### src/rtl/hazard_stall_ctrl.sv
// Pipeline sequencing for the 5-stage core: PC/latch enables and flushes from load-use, cache waits, branches and halt.
// Enables/flushes are combinational from state and inputs (zero latency); state, counters and sticky flags are registered.
module hazard_stall_ctrl #(
    parameter int CNT_W     = 32,
    parameter int DWAIT_MAX = 1024
) (
    input  logic             CLK,
    input  logic             RST,
    input  logic [4:0]       id_rs,
    input  logic [4:0]       id_rt,
    input  logic [4:0]       ex_rd,
    input  logic             exMemRead,
    input  logic             ihit,
    input  logic             mem_req,
    input  logic             dhit,
    input  logic             br_taken,
    input  logic             halt,
    output logic             pc_en,
    output logic             ifid_en,
    output logic             idex_en,
    output logic             exmem_en,
    output logic             memwb_en,
    output logic             ifid_flush,
    output logic             idex_flush,
    output logic             exmem_flush,
    output logic             halted,
    output logic             dwait_err,
    output logic [CNT_W-1:0] stall_cnt,
    output logic [CNT_W-1:0] flush_cnt
);

    localparam int WAIT_W = $clog2(DWAIT_MAX + 1);
    localparam logic [WAIT_W-1:0] WAIT_LIMIT = WAIT_W'(DWAIT_MAX);

    typedef enum logic [1:0] {
        S_RUN   = 2'd0,
        S_DWAIT = 2'd1,
        S_HALT  = 2'd2
    } state_t;

    state_t            state_q, state_d;
    logic [WAIT_W-1:0] wait_q, wait_d;
    logic              err_q;
    logic [CNT_W-1:0]  stall_q;
    logic [CNT_W-1:0]  flush_q;
    logic              load_use;
    logic              flush_ev;

    // A load writing r0 never produces a value anyone can depend on.
    assign load_use = exMemRead && (ex_rd != 5'd0) && ((ex_rd == id_rs) || (ex_rd == id_rt));

    always_comb begin
        pc_en       = 1'b1;
        ifid_en     = 1'b1;
        idex_en     = 1'b1;
        exmem_en    = 1'b1;
        memwb_en    = 1'b1;
        ifid_flush  = 1'b0;
        idex_flush  = 1'b0;
        exmem_flush = 1'b0;
        state_d     = state_q;
        wait_d      = wait_q;
        flush_ev    = 1'b0;

        if (RST) begin
            {pc_en, ifid_en, idex_en, exmem_en, memwb_en} = 5'b00000;
            {ifid_flush, idex_flush, exmem_flush}         = 3'b111;
            state_d = S_RUN;
            wait_d  = '0;
        end else if (state_q == S_HALT) begin
            {pc_en, ifid_en, idex_en, exmem_en, memwb_en} = 5'b00000;
        end else if ((state_q == S_DWAIT) && !dhit) begin
            {pc_en, ifid_en, idex_en, exmem_en, memwb_en} = 5'b00000;
            wait_d = (wait_q == WAIT_LIMIT) ? wait_q : wait_q + 1'b1;
        end else begin
            // RUN, or the completing cycle of a D-wait (which skips the miss rule).
            state_d = S_RUN;
            wait_d  = '0;
            if (halt) begin
                {pc_en, ifid_en, idex_en, exmem_en, memwb_en} = 5'b00001;
                {ifid_flush, idex_flush, exmem_flush}         = 3'b111;
                state_d = S_HALT;
            end else if ((state_q == S_RUN) && mem_req && !dhit) begin
                {pc_en, ifid_en, idex_en, exmem_en, memwb_en} = 5'b00000;
                state_d = S_DWAIT;
            end else if (br_taken) begin
                {ifid_flush, idex_flush, exmem_flush} = 3'b111;
                flush_ev = 1'b1;
            end else if (load_use) begin
                pc_en      = 1'b0;
                ifid_en    = 1'b0;
                idex_flush = 1'b1;
            end else if (!ihit) begin
                pc_en      = 1'b0;
                ifid_flush = 1'b1;
            end
        end
    end

    always_ff @(posedge CLK) begin
        if (RST) begin
            state_q <= S_RUN;
            wait_q  <= '0;
            err_q   <= 1'b0;
            stall_q <= '0;
            flush_q <= '0;
        end else begin
            state_q <= state_d;
            wait_q  <= wait_d;
            if (wait_d == WAIT_LIMIT) begin
                err_q <= 1'b1;
            end
            if ((state_q != S_HALT) && !pc_en && (stall_q != '1)) begin
                stall_q <= stall_q + 1'b1;
            end
            if (flush_ev && (flush_q != '1)) begin
                flush_q <= flush_q + 1'b1;
            end
        end
    end

    // Observed values read as reset values for the whole cycle RST is high.
    assign halted    = (state_q == S_HALT) && !RST;
    assign dwait_err = err_q && !RST;
    assign stall_cnt = RST ? '0 : stall_q;
    assign flush_cnt = RST ? '0 : flush_q;

endmodule
### config.mk
export PLATFORM = sky130hd
export DESIGN_NAME = hazard_stall_ctrl
export DESIGN_NICKNAME = d
export VERILOG_FILES = /design/src/rtl/hazard_stall_ctrl.sv
export SDC_FILE = /design/constraint.sdc
export NUM_CORES = 1
export LEC_CHECK = 0
export ABC_CLOCK_PERIOD_IN_PS = 3500
export BUFFER_PORTS_ARGS = -buffer_cell sky130_fd_sc_hd__buf_2
export CORE_MARGIN = 3
export CORE_UTILIZATION = 47
export DETAILED_ROUTE_END_ITERATION = 12
export HOLD_SLACK_MARGIN = 0.03
export PLACE_DENSITY = 0.7
export SKIP_LAST_GASP = 1
export SLEW_MARGIN = 20
export SYNTH_ARGS = -nofsm -noshare
export SYNTH_HDL_FRONTEND = slang
export SYNTH_SLANG_ARGS = --single-unit
export TNS_END_PERCENT = 1
### constraint.sdc
create_clock -name CLK -period 3.5 [get_ports CLK]
set_input_delay 0.35 -clock CLK [delete_from_list [all_inputs] [get_ports CLK]]
set_output_delay 0.35 -clock CLK [all_outputs]
set_load 0.01 [all_outputs]
[After elaboration in Yosys (flattened, before gate mapping)]
Cells that the tools add are included.
Cells by class
  $add $sub $neg: 3
  equal/unequal tests: 9
  muxes and demuxes: 57
  bitwise operators: 2
  reductions and logical operators: 17
Operators by type and width (count)
  adder 32 x 1 -> 32 bit (second input constant): 2
  2-to-1 mux 32 bit: 2
  inequality test 32 bit (second input constant): 2
  2-to-1 mux 1 bit: 50
  2-to-1 mux 11 bit: 4
  equality test 11 bit (second input constant): 2
  adder 11 x 1 -> 11 bit (second input constant): 1
  equality test 5 bit: 2
  logical AND 1 bit: 10
  nonzero test 5 bit: 1
  logical NOT 1 bit: 3
  equality test 2 x 1 -> 1 bit (second input constant): 1
  equality test 2 bit (second input constant): 1
  logical NOT 2 bit: 1
  2-to-1 mux 2 bit: 1
  inequality test 2 bit (second input constant): 1
  NOT 1 bit: 2
  AND reduction 2 bit: 1
  logical OR 1 bit: 1
Storage, ports and cells
  bits in registers: 78
  input bits: 23
  output and inout bits: 74

[Depth between registers and ports, before layout]
Gate-level depths: netlist (run 1).
  depth in word-level cells: 13
  depth in mapped cells: 10

[Least setup slack after synthesis (run 1)]
Ideal clock, no wire load.
  path kind: input to register
  from: input dhit
  to: register stall_q[8]
  data arrival time: 1911 ps
  required time: 3379 ps
  path slack: 1469 ps
  cell stages on the path: 9
  cells stage by stage: or2_1 buf_6 o211ai_2 inv_2 o21ai_2 a22oi_2 buf_2 nor4_1 mux2_2
Between the ends
  longest elaborated chain between the ends: 10
  elaborated cells on any way between the ends: 11
  those cells by class: mux (5); reduce/logical (6)
RTL lines
  start: declaration: line 15  | input logic dhit,
  logical NOT 1 bit (*): line 72, 83
  logical AND 1 bit: line 83  | end else if ((state_q == S_RUN) && mem_req && !dhit) begin
  2-to-1 mux 1 bit: line 83
  2-to-1 mux 1 bit: line 79  | if (halt) begin
  2-to-1 mux 1 bit (*): line 72  | end else if ((state_q == S_DWAIT) && !dhit) begin
  2-to-1 mux 1 bit (*): line 70  | end else if (state_q == S_HALT) begin
  2-to-1 mux 1 bit (*): line 65  | if (RST) begin
  logical NOT 1 bit (*): line 113  | if ((state_q != S_HALT) && !pc_en && (stall_q != '1)) begin
  logical AND 1 bit (*) (2 in a row): line 113
  end signal: assignment: line 114  | stall_q <= stall_q + 1'b1;
  end: declaration: line 44  | logic [CNT_W-1:0] stall_q;
Every way passes the cells marked *; elsewhere a longest branch is shown, timed or not.
A chain may end at the register's enable or synchronous reset.

[Final worst setup path (run 1)]
  from: register state_q[1]
  to: output idex_flush
Between the ends
  longest elaborated chain between the ends: 8
  elaborated cells on any way between the ends: 11
  those cells by class: eq/ne (2); mux (5); reduce/logical (4)
RTL lines
  start: declaration: line 41  | state_t state_q, state_d;
  start signal: assignment: line 108  | state_q <= state_d;
  logical NOT 2 bit: line 83
  logical AND 1 bit (2 in a row): line 83
  2-to-1 mux 1 bit: line 83
  2-to-1 mux 1 bit: line 79
  2-to-1 mux 1 bit: line 72
  2-to-1 mux 1 bit (*): line 70
  2-to-1 mux 1 bit (*): line 65
  end: declaration: line 24  | output logic idex_flush,
Marks and branches as above.

==> metrics, run 1 <==
Worst Hold Depth=3; Least-Margin Pin Slew=0.763 ns; DR vias=4444; number of distinct library cells after synthesis=58; post-cts hold buffer count=0; fraction of registers with async set or reset after synthesis=0; crit path DAT=roughly 2.2 ns; Gate power share=0.076; Die Area=around 0.011 mm²; WL/cell=~14 µm; Post-Synthesis Cells=593; Root Driver=clkbuf_8; Rows=35; final setup fails=0; Reg area=between 0.0015 and 0.002 mm²; DRT Wirelength=about 11 mm; first-pass GRT wire length=18.8 mm; global-route usage over all layers=0.199; largest net degree at the start of global routing=between 80 and 90; number of global-route vias before repair=between 4000 and 5000; RSZ-0062 raised after global routing=no; Final period util=0.723; postcts setup bufs=0; CP startpoint kind=register; detailed router's first-iteration violation count=~210; HPWL Detailed=7.87 mm; final hold viol count=0; sequential element share of the synthesized area=0.336; Rel. slew slack=0.491; die height=around 110 µm; NumNets Final=693; minimum clock period=2.53 ns; TritonCTS clock tree=done; DRC viols=0; Cells after DPL=784; EDFF count, synth=0; status=finished, final reports clean; Resized cells post-CTS=0; highest-count cells in the layout ignoring fill and taps=buf_2 (95), dfxtp_1 (78), nor2_1 (70); Slew Limit Fails=0; part of the power in registers=0.484; syn_area_per_cell=between 7 and 8 µm²; Power Density=~350 mW/mm²; Internal Power=1.41 mW; H-tree depth=3; Clock transition at path regs=around 0.080 ns; Initial Util=0.494; Clock Latency Late Sink=between 0.3 and 0.4 ns; area of the multi-input gates=approximately 0.0028 mm²; VDD IR max=231 µV; drt pass-1 iters=4; setup TNS=0 ns; initial antenna violation count=0; worst flop-to-flop path startpoint=stall_q[12]; CP Launch Point=state_q[1]; P_sw=0.446 mW; CP Capture Type=output pin; Clock Path Buffers=2; clock sinks=78; Hold Slack=about 0.3 ns; I/O Pins=97; non-filler cells, final=800; # diodes=0; WP data required=3.15 ns; FMAX=slightly below 0.4 GHz; die width=105 µm; ANT nets after route=0; FF-to-FF path depth=5; #FFs+latches synth=78; Synth Warn #=0; leakage=2.11 nW; worst-path maximum fanout=8; Hold WC Path Type=input port to register; prevailing post-synth register cell=dfxtp_1; FILL cells=917; layout cells sized above 1=0.213; Net Count, Synth=between 600 and 700; total CTS buffers=9; area growth from synthesis to layout=15.1%; CP Class=register to output pin; grt total ovfl=0; number of max-cap violations=0; vias per cell=5.56; # port buffers=96; most common cell after layout, fill and taps aside=buf_2; min-delay src=halt; Clock Power Share=0.440; Final Util=0.569; mapped cell area=0.00465 mm²; GP Congestion=between 0.8 and 0.9; Floorplan Core Area=approximately 0.0094 mm²; switching share of power=0.240; clk_skew=approximately 0.016 ns
==> cell type report <==
| class | count | area share |
|---|---|---|
| tap | 129 | 0.0301 |
| timing repair buffer | 98 | 0.0930 |
| multi-input combinational | 463 | 0.530 |
| sequential | 78 | 0.292 |
| clock inverter | 6 | 0.0206 |
| clock buffer | 10 | 0.0238 |
| inverter | 16 | 0.0112 |
==> sequential cells by signal, indices dropped and copies added (netlist names) <==
| signal | flops |
|---|---|
| err_q | 1 |
| state_q | 2 |
| wait_q | 11 |
| stall_q | 32 |
| flush_q | 32 |
==> routing by layer <==
layer | up-vias | global-route usage | wire (µm)
li1 | 2236 | - | -
met1 | 2078 | 0.265 | 5340
met2 | 118 | 0.320 | 5130
met3 | 12 | 0.0337 | 552
met4 | 0 | 0.0797 | 159
met5 | - | 0 | 0
==> critical path, cell delays in order (launching register included) <==
cell and delay (ns):
dfxtp_1 0.41, or2_1 0.30, nor3b_1 0.14, nor2_1 0.50
nand2_1 0.15, o21bai_1 0.18, buf_2 0.16
==> power by group through the flow <==
stage / clock network (mW) / logic [mW] / registers [mW]
2_1_floorplan: 0 / 0.107 / 0.918
3_3_place_gp: 0 / 0.136 / 0.920
3_5_place_dp: 0 / 0.140 / 0.920
4_1_cts: 0.835 / 0.141 / 0.899
5_1_grt: 0.867 / 0.157 / 0.901
6_report: 0.818 / 0.142 / 0.899
==> stage by stage <==
step	instance area (µm²)	setup WS (ns)	total power, mW
CTS	5360	0.956	1.88
floorplan	4650	1.47	1.02
global route	5360	0.830	1.92
global placement	5120	1.05	1.06
finish	5360	0.968	1.86
detailed placement	5120	0.970	1.06
==> Yosys cell counts (2+ instances only) <==
cell type  number  area, µm²
o2111a_1        2       22.5
nand3_1        26        130
and3_1          9       56.3
xor2_1         14        123
buf_2           7       35.0
nor2b_1        61        382
o2111ai_1       2       17.5
a21oi_1        27        135
o32ai_1         2       17.5
nor2_1         70        263
nor3_1         27        135
o21ai_0        24        120
inv_1          15       56.3
buf_6           6       67.6
clkbuf_1       19       71.3
o31ai_1         6       45.0
ha_1            4       50.1
o22ai_1         3       18.8
nor4_1          5       31.3
xnor2_1        21        184
a211oi_1        2       15.0
or2_2           2       12.5
nand2_1        40        150
nor3b_1         5       37.5
a31oi_1         3       18.8
mux2_2         19        214
dfxtp_1        78       1560
or3_1          15       93.8
or4_1           9       67.6
nand4_1        24        150
buf_1           2       7.51
and2_1          8       50.1
and4_1         11       96.3
==> cell families (layout without fill, tap and decap cells) <==
| kind of cell | Yosys count | in the layout | share of synthesized area |
|---|---|---|---|
| AO/OA/AOI/OAI | 82 | 82 | 0.109 |
| XOR/XNOR | 35 | 35 | 0.0659 |
| adder cells (fa/ha/maj) | 4 | 4 | 0.0108 |
| buffers and inverters | 52 | 130 | 0.0546 |
| flip-flops | 78 | 78 | 0.336 |
| multiplexers | 19 | 19 | 0.0460 |
| AND/OR/NAND/NOR | 323 | 323 | 0.378 |
==> path summary, 6_finish.rpt <==
check | end | slack (ns)
worst max-delay path | idex_flush | 0.97
worst min-delay path | state_q[1] | 0.30
worst max register to register | stall_q[2] | 1.08
worst min register to register | stall_q[20] | 0.50
(Power assumes the default switching activity.)
==> inputs of run 2 (changes only) <==
- ABC_CLOCK_PERIOD_IN_PS: 3500 -> 2500
- clock period: 3.5 -> 2.5 ns (I/O delays scaled with it)
==> run 2 against run 1 <==
  * Critical path depth shrank 1
  * Cell count rose by 0.50%
  * Critical endpoint unchanged
  * Flip-flop and latch count stayed put
  * Largest cell class unchanged
  * First-iteration DRC count is 26% higher
==> metrics, run 2 (same netlist as run 1, synthesis figures left out) <==
status=finished, final reports clean; ANT nets after route=0 (unchanged); drt pass-1 iters=5 (+1); Worst path max stage delay=0.59 ns (+0.09 ns); DRC viols=0 (unchanged); postcts setup bufs=0 (unchanged); Crit path buffers/inverters=1 (unchanged); RSZ-0062 raised after global routing=no; family with the most delay on the worst path=simple AND/OR/NAND/NOR gates; Rows=35 (unchanged); Clock transition at path regs=0.08 ns (about the same); grt total ovfl=0 (unchanged); Clock Latency Late Sink=0.34 ns (about the same); number of max-cap violations=0 (unchanged); global-route usage over all layers=0.196 (-0.00276); # diodes=0 (unchanged); Hold WC Path Type=input port to register; clock sinks=78 (unchanged); final setup fails=0 (unchanged); crit path cell chain=or4b_1 -> o21ai_0 -> a21oi_1 -> o21bai_1 -> buf_2; Clock Path Buffers=2 (unchanged); most common cell after layout, fill and taps aside=buf_2; Power Density=480 mW/mm² (+38%); GP Congestion=0.882 (-1.6%); DR vias=4506 (+1.4%); NumNets Final=698 (+0.72%); clk_skew=0.0102 ns (-0.00602 ns); CP Class=register to output pin; area growth from synthesis to layout=16.5%; WL/cell=13.7 µm (-1.7%); largest net degree at the start of global routing=69 (-16%); total CTS buffers=9 (unchanged); FILL cells=873 (-4.8%); Least-Margin Pin Slew=0.656 ns (-0.107 ns); # port buffers=96 (unchanged); number of global-route vias before repair=4081 (+0.20%); Slowest-stage cell, CP=or4b_1; FMAX=0.431 GHz; Floorplan Core Area=0.00942 mm² (unchanged); largest registers=flush_q x32, stall_q x32, wait_q x11; Slew Limit Fails=0 (unchanged); first-pass GRT wire length=18.6 mm (-1.2%); detailed router's first-iteration violation count=263 (+26%); total power=2.60 mW (+40%); TritonCTS clock tree=done; H-tree depth=3 (unchanged); minimum clock period=around 2.3 ns; HPWL Detailed=7.96 mm (+1.1%); Root Driver=clkbuf_8; CP startpoint kind=register; DRT Wirelength=11.0 mm (-1.2%); I/O Pins=97 (unchanged); highest-count cells in the layout ignoring fill and taps=buf_2 (95), dfxtp_1 (78), nor2_1 (69); WP data required=2.25 ns (-0.90 ns); Final period util=0.929; vias per cell=5.60 (+0.89%); Initial Util=0.494 (unchanged); layout cells sized above 1=0.219 (+0.00614); CP Capture Type=output pin; die width=105 µm (unchanged); crit path DAT=2.07 ns (-0.11 ns); VDD IR max=264 µV (+14%); initial antenna violation count=0 (unchanged); final hold viol count=0 (unchanged); Hold Slack=0.134 ns (-0.171 ns); worst-path maximum fanout=9 (+1); leakage=2.15 nW (+1.9%); Rel. slew slack=0.563 (+0.0716); die height=105 µm (unchanged); Die Area=0.0111 mm² (unchanged); setup TNS=0 ns (unchanged)
==> run 2: cell count changes in the layout (fill, tap and decap cells not counted), sizes merged <==
cell | before | now
buf | 98 | 103
clkinvlp | 2 | 0
clkbuf | 10 | 11
==> run 2: final cells by class <==
cell class | instances | area [µm²] | share of cell area
Clock inverter | 4 | 95.1 | 0.0175
Sequential cell | 78 | 1560 | 0.288
Clock buffer | 11 | 141 | 0.0261
Timing Repair Buffer | 103 | 561 | 0.103
Inverter | 16 | 60.1 | 0.0111
Tap cell | 129 | 161 | 0.0298
Multi-Input combinational cell | 463 | 2840 | 0.524
==> run 2: report_power, final <==
part / internal [mW] / switching, mW
clock network: 0.685 / 0.452
logic: 0.0757 / 0.130
registers: 1.25 / 0.0103
total: 2.01 / 0.593
==> run 2: worst reg2reg max path: stages (launching register included) <==
cell       delay [ns]
dfxtp_1          0.47
or2b_2           0.29
o2111ai_1        0.32
nor2_4           0.29
nand4_2          0.29
or3_1            0.43
a21oi_1          0.14
==> run 2: through the flow <==
stage,utilization,worst slack (ns),cells,cell area (µm²)
6_report,0.576,0.179,804,5420
5_1_grt,0.576,0.00415,804,5420
4_1_cts,0.575,0.0433,804,5420
3_5_place_dp,0.550,0.274,789,5180
3_3_place_gp,0.550,0.350,789,5180
2_1_floorplan,-,0.480,593,4650
==> run 2: final timing paths <==
path | from | endpoint | slack (ns) | cells past startpoint
worst max-delay path | state_q[0] | idex_flush | 0.18 | 5
worst min-delay path | RST | state_q[0] | 0.13 | 2
worst max register to register | state_q[0] | flush_q[31] | 0.20 | 6
worst min register to register | stall_q[20] | stall_q[20] | 0.50 | 2
==> run 2: metal layers <==
metal,vias to the layer above,global-route usage,part of all wire
met5,-,0,0
met4,0,0.0572,0.011
met3,12,0.0367,0.066
met2,144,0.332,0.47
met1,2102,0.254,0.45
li1,2248,-,-
==> run 2: timing repair <==
| item | CTS | global route |
|---|---|---|
| hold buffers | 0 | 0 |
| setup endpoints to repair | 0 | 2 |
| resized for setup | 0 | 1 |
==> inputs of run 3 (changes only) <==
- CTS_BUF_LIST: unset -> sky130_fd_sc_hd__clkbuf_2 sky130_fd_sc_hd__clkbuf_4 sky130_fd_sc_hd__clkbuf_8
- TNS_END_PERCENT: 1 -> unset
==> run 3 against run 2 <==
  * Via count is 0.13% lower
  * Cell count stayed put
  * Flip-flop and latch count stayed put
  * Clock power hardly changed
  * Fmax is 0.35% lower
  * Routed wire length is 0.16% higher
  * First-iteration DRC count is 3.0% lower
  * Largest power group unchanged
  * Count of clock-buffer cells in the layout stayed put
  * Hold slack hardly changed
  * Global-route usage stayed put
  * Clock skew is 0.00099 ns lower
  * Die area stayed put
==> metrics, run 3 (same netlist as run 1, synthesis figures left out) <==
status=finished, final reports clean; WP data required=2.25 ns (about the same); crit path DAT=2.08 ns (about the same); area growth from synthesis to layout=16.6% (about the same); Slew Limit Fails=0 (unchanged); FMAX=0.429 GHz (-0.35%); ANT nets after route=0 (unchanged); Final Util=0.576 (about the same); CP Capture Type=output pin; TritonCTS clock tree=done; Clock Path Buffers=2 (unchanged); setup TNS=0 ns (unchanged); largest registers=flush_q x32, stall_q x32, wait_q x11; total CTS buffers=9 (unchanged); Hold WC Path Type=input port to register; grt total ovfl=0 (unchanged); Rel. slew slack=0.562 (about the same); # diodes=0 (unchanged); GP Congestion=0.882 (unchanged); DRC viols=0 (unchanged); CP Class=register to output pin; FILL cells=873 (unchanged); Clock Latency Late Sink=0.34 ns (about the same); vias per cell=5.60 (-0.13%); worst setup margin=0.171 ns (-0.00810 ns); H-tree depth=3 (unchanged); post-cts hold buffer count=0 (unchanged); DR vias=4500 (-0.13%); layout cells sized above 1=0.221 (+0.00148); total power=2.62 mW (+0.56%); final setup fails=0 (unchanged); number of global-route vias before repair=4082 (+0.025%); # port buffers=96 (unchanged); clk_skew=0.00919 ns (-0.000987 ns); highest-count cells in the layout ignoring fill and taps=buf_2 (95), dfxtp_1 (78), nor2_1 (69); leakage=2.15 nW (+0.16%); detailed router's first-iteration violation count=255 (-3.0%); clock sinks=78 (unchanged); WL/cell=13.8 µm (+0.16%); Least-Margin Pin Slew=0.657 ns (+0.000732 ns); number of max-cap violations=0 (unchanged); final hold viol count=0 (unchanged); most common cell after layout, fill and taps aside=buf_2; CP startpoint kind=register; first-pass GRT wire length=18.6 mm (about the same); minimum clock period=2.33 ns (+0.00810 ns); Initial Util=0.494 (unchanged); Final period util=0.932 (+0.00324); Rows=35 (unchanged); worst-path maximum fanout=9 (unchanged); post-route design area=0.00542 mm² (about the same); Resized cells post-CTS=0 (unchanged); RSZ-0062 raised after global routing=no; Die Area=0.0111 mm² (unchanged); VDD IR max=265 µV (+0.10%); Clock transition at path regs=0.08 ns (about the same); DRT Wirelength=11.1 mm (+0.16%); Power Density=482 mW/mm² (+0.49%); Floorplan Core Area=0.00942 mm² (unchanged); Root Driver=clkbuf_8; I/O Pins=97 (unchanged); die width=105 µm (unchanged); postcts setup bufs=0 (unchanged); largest net degree at the start of global routing=69 (unchanged); NumNets Final=698 (unchanged); HPWL Detailed=7.96 mm (unchanged); initial antenna violation count=0 (unchanged); die height=105 µm (unchanged); placed inst area=0.00518 mm² (unchanged); Setup WS pre-CTS=0.274 ns (unchanged); drt pass-1 iters=5 (unchanged); global-route usage over all layers=0.196 (unchanged)
-- run 3: path summary, 6_finish.rpt --
kind                                     to  slack (ns)  cells after the start   startpoint
worst min register to register  stall_q[20]        0.50                      2  stall_q[20]
worst max-delay path             idex_flush        0.17                      5   state_q[0]
worst max register to register  flush_q[31]        0.21                      6   state_q[0]
worst min-delay path             state_q[0]        0.13                      2          RST
-- run 3: area by class of cell --
type | count | area [µm²] | share of cell area
sequential | 78 | 1560 | 0.288
multi-input combinational | 463 | 2840 | 0.524
timing repair buffer | 103 | 561 | 0.103
clock inverter | 4 | 95.1 | 0.0175
tap | 129 | 161 | 0.0298
inverter | 16 | 60.1 | 0.0111
clock buffer | 11 | 145 | 0.0268
-- run 3: worst max-delay path: stages, from the launching register on --
cell	delay, ns
dfxtp_1	0.47
or4b_1	0.59
o21ai_0	0.26
a21oi_1	0.10
o21bai_1	0.17
buf_2	0.14
-- run 3: routing by layer --
layer | track usage | up-vias | share of wire
met5 | 0 | - | 0
met3 | 0.0367 | 12 | 0.069
met2 | 0.332 | 164 | 0.47
met1 | 0.254 | 2075 | 0.45
li1 | - | 2249 | -
met4 | 0.0572 | 0 | 0.010
-- run 3: stage by stage --
| step | hold WS, ns | cells |
|---|---|---|
| after global placement | 0.476 | 789 |
| after detailed placement | 0.492 | 789 |
| final | 0.134 | 804 |
| after CTS | 0.116 | 804 |
| after floorplan | 0.395 | 593 |
| after global routing | 0.125 | 804 |
-- run 3: power breakdown --
part	internal, mW	total, mW	switching, mW
clock network	0.696	1.15	0.456
registers	1.25	1.26	0.0104
logic	0.0757	0.205	0.129
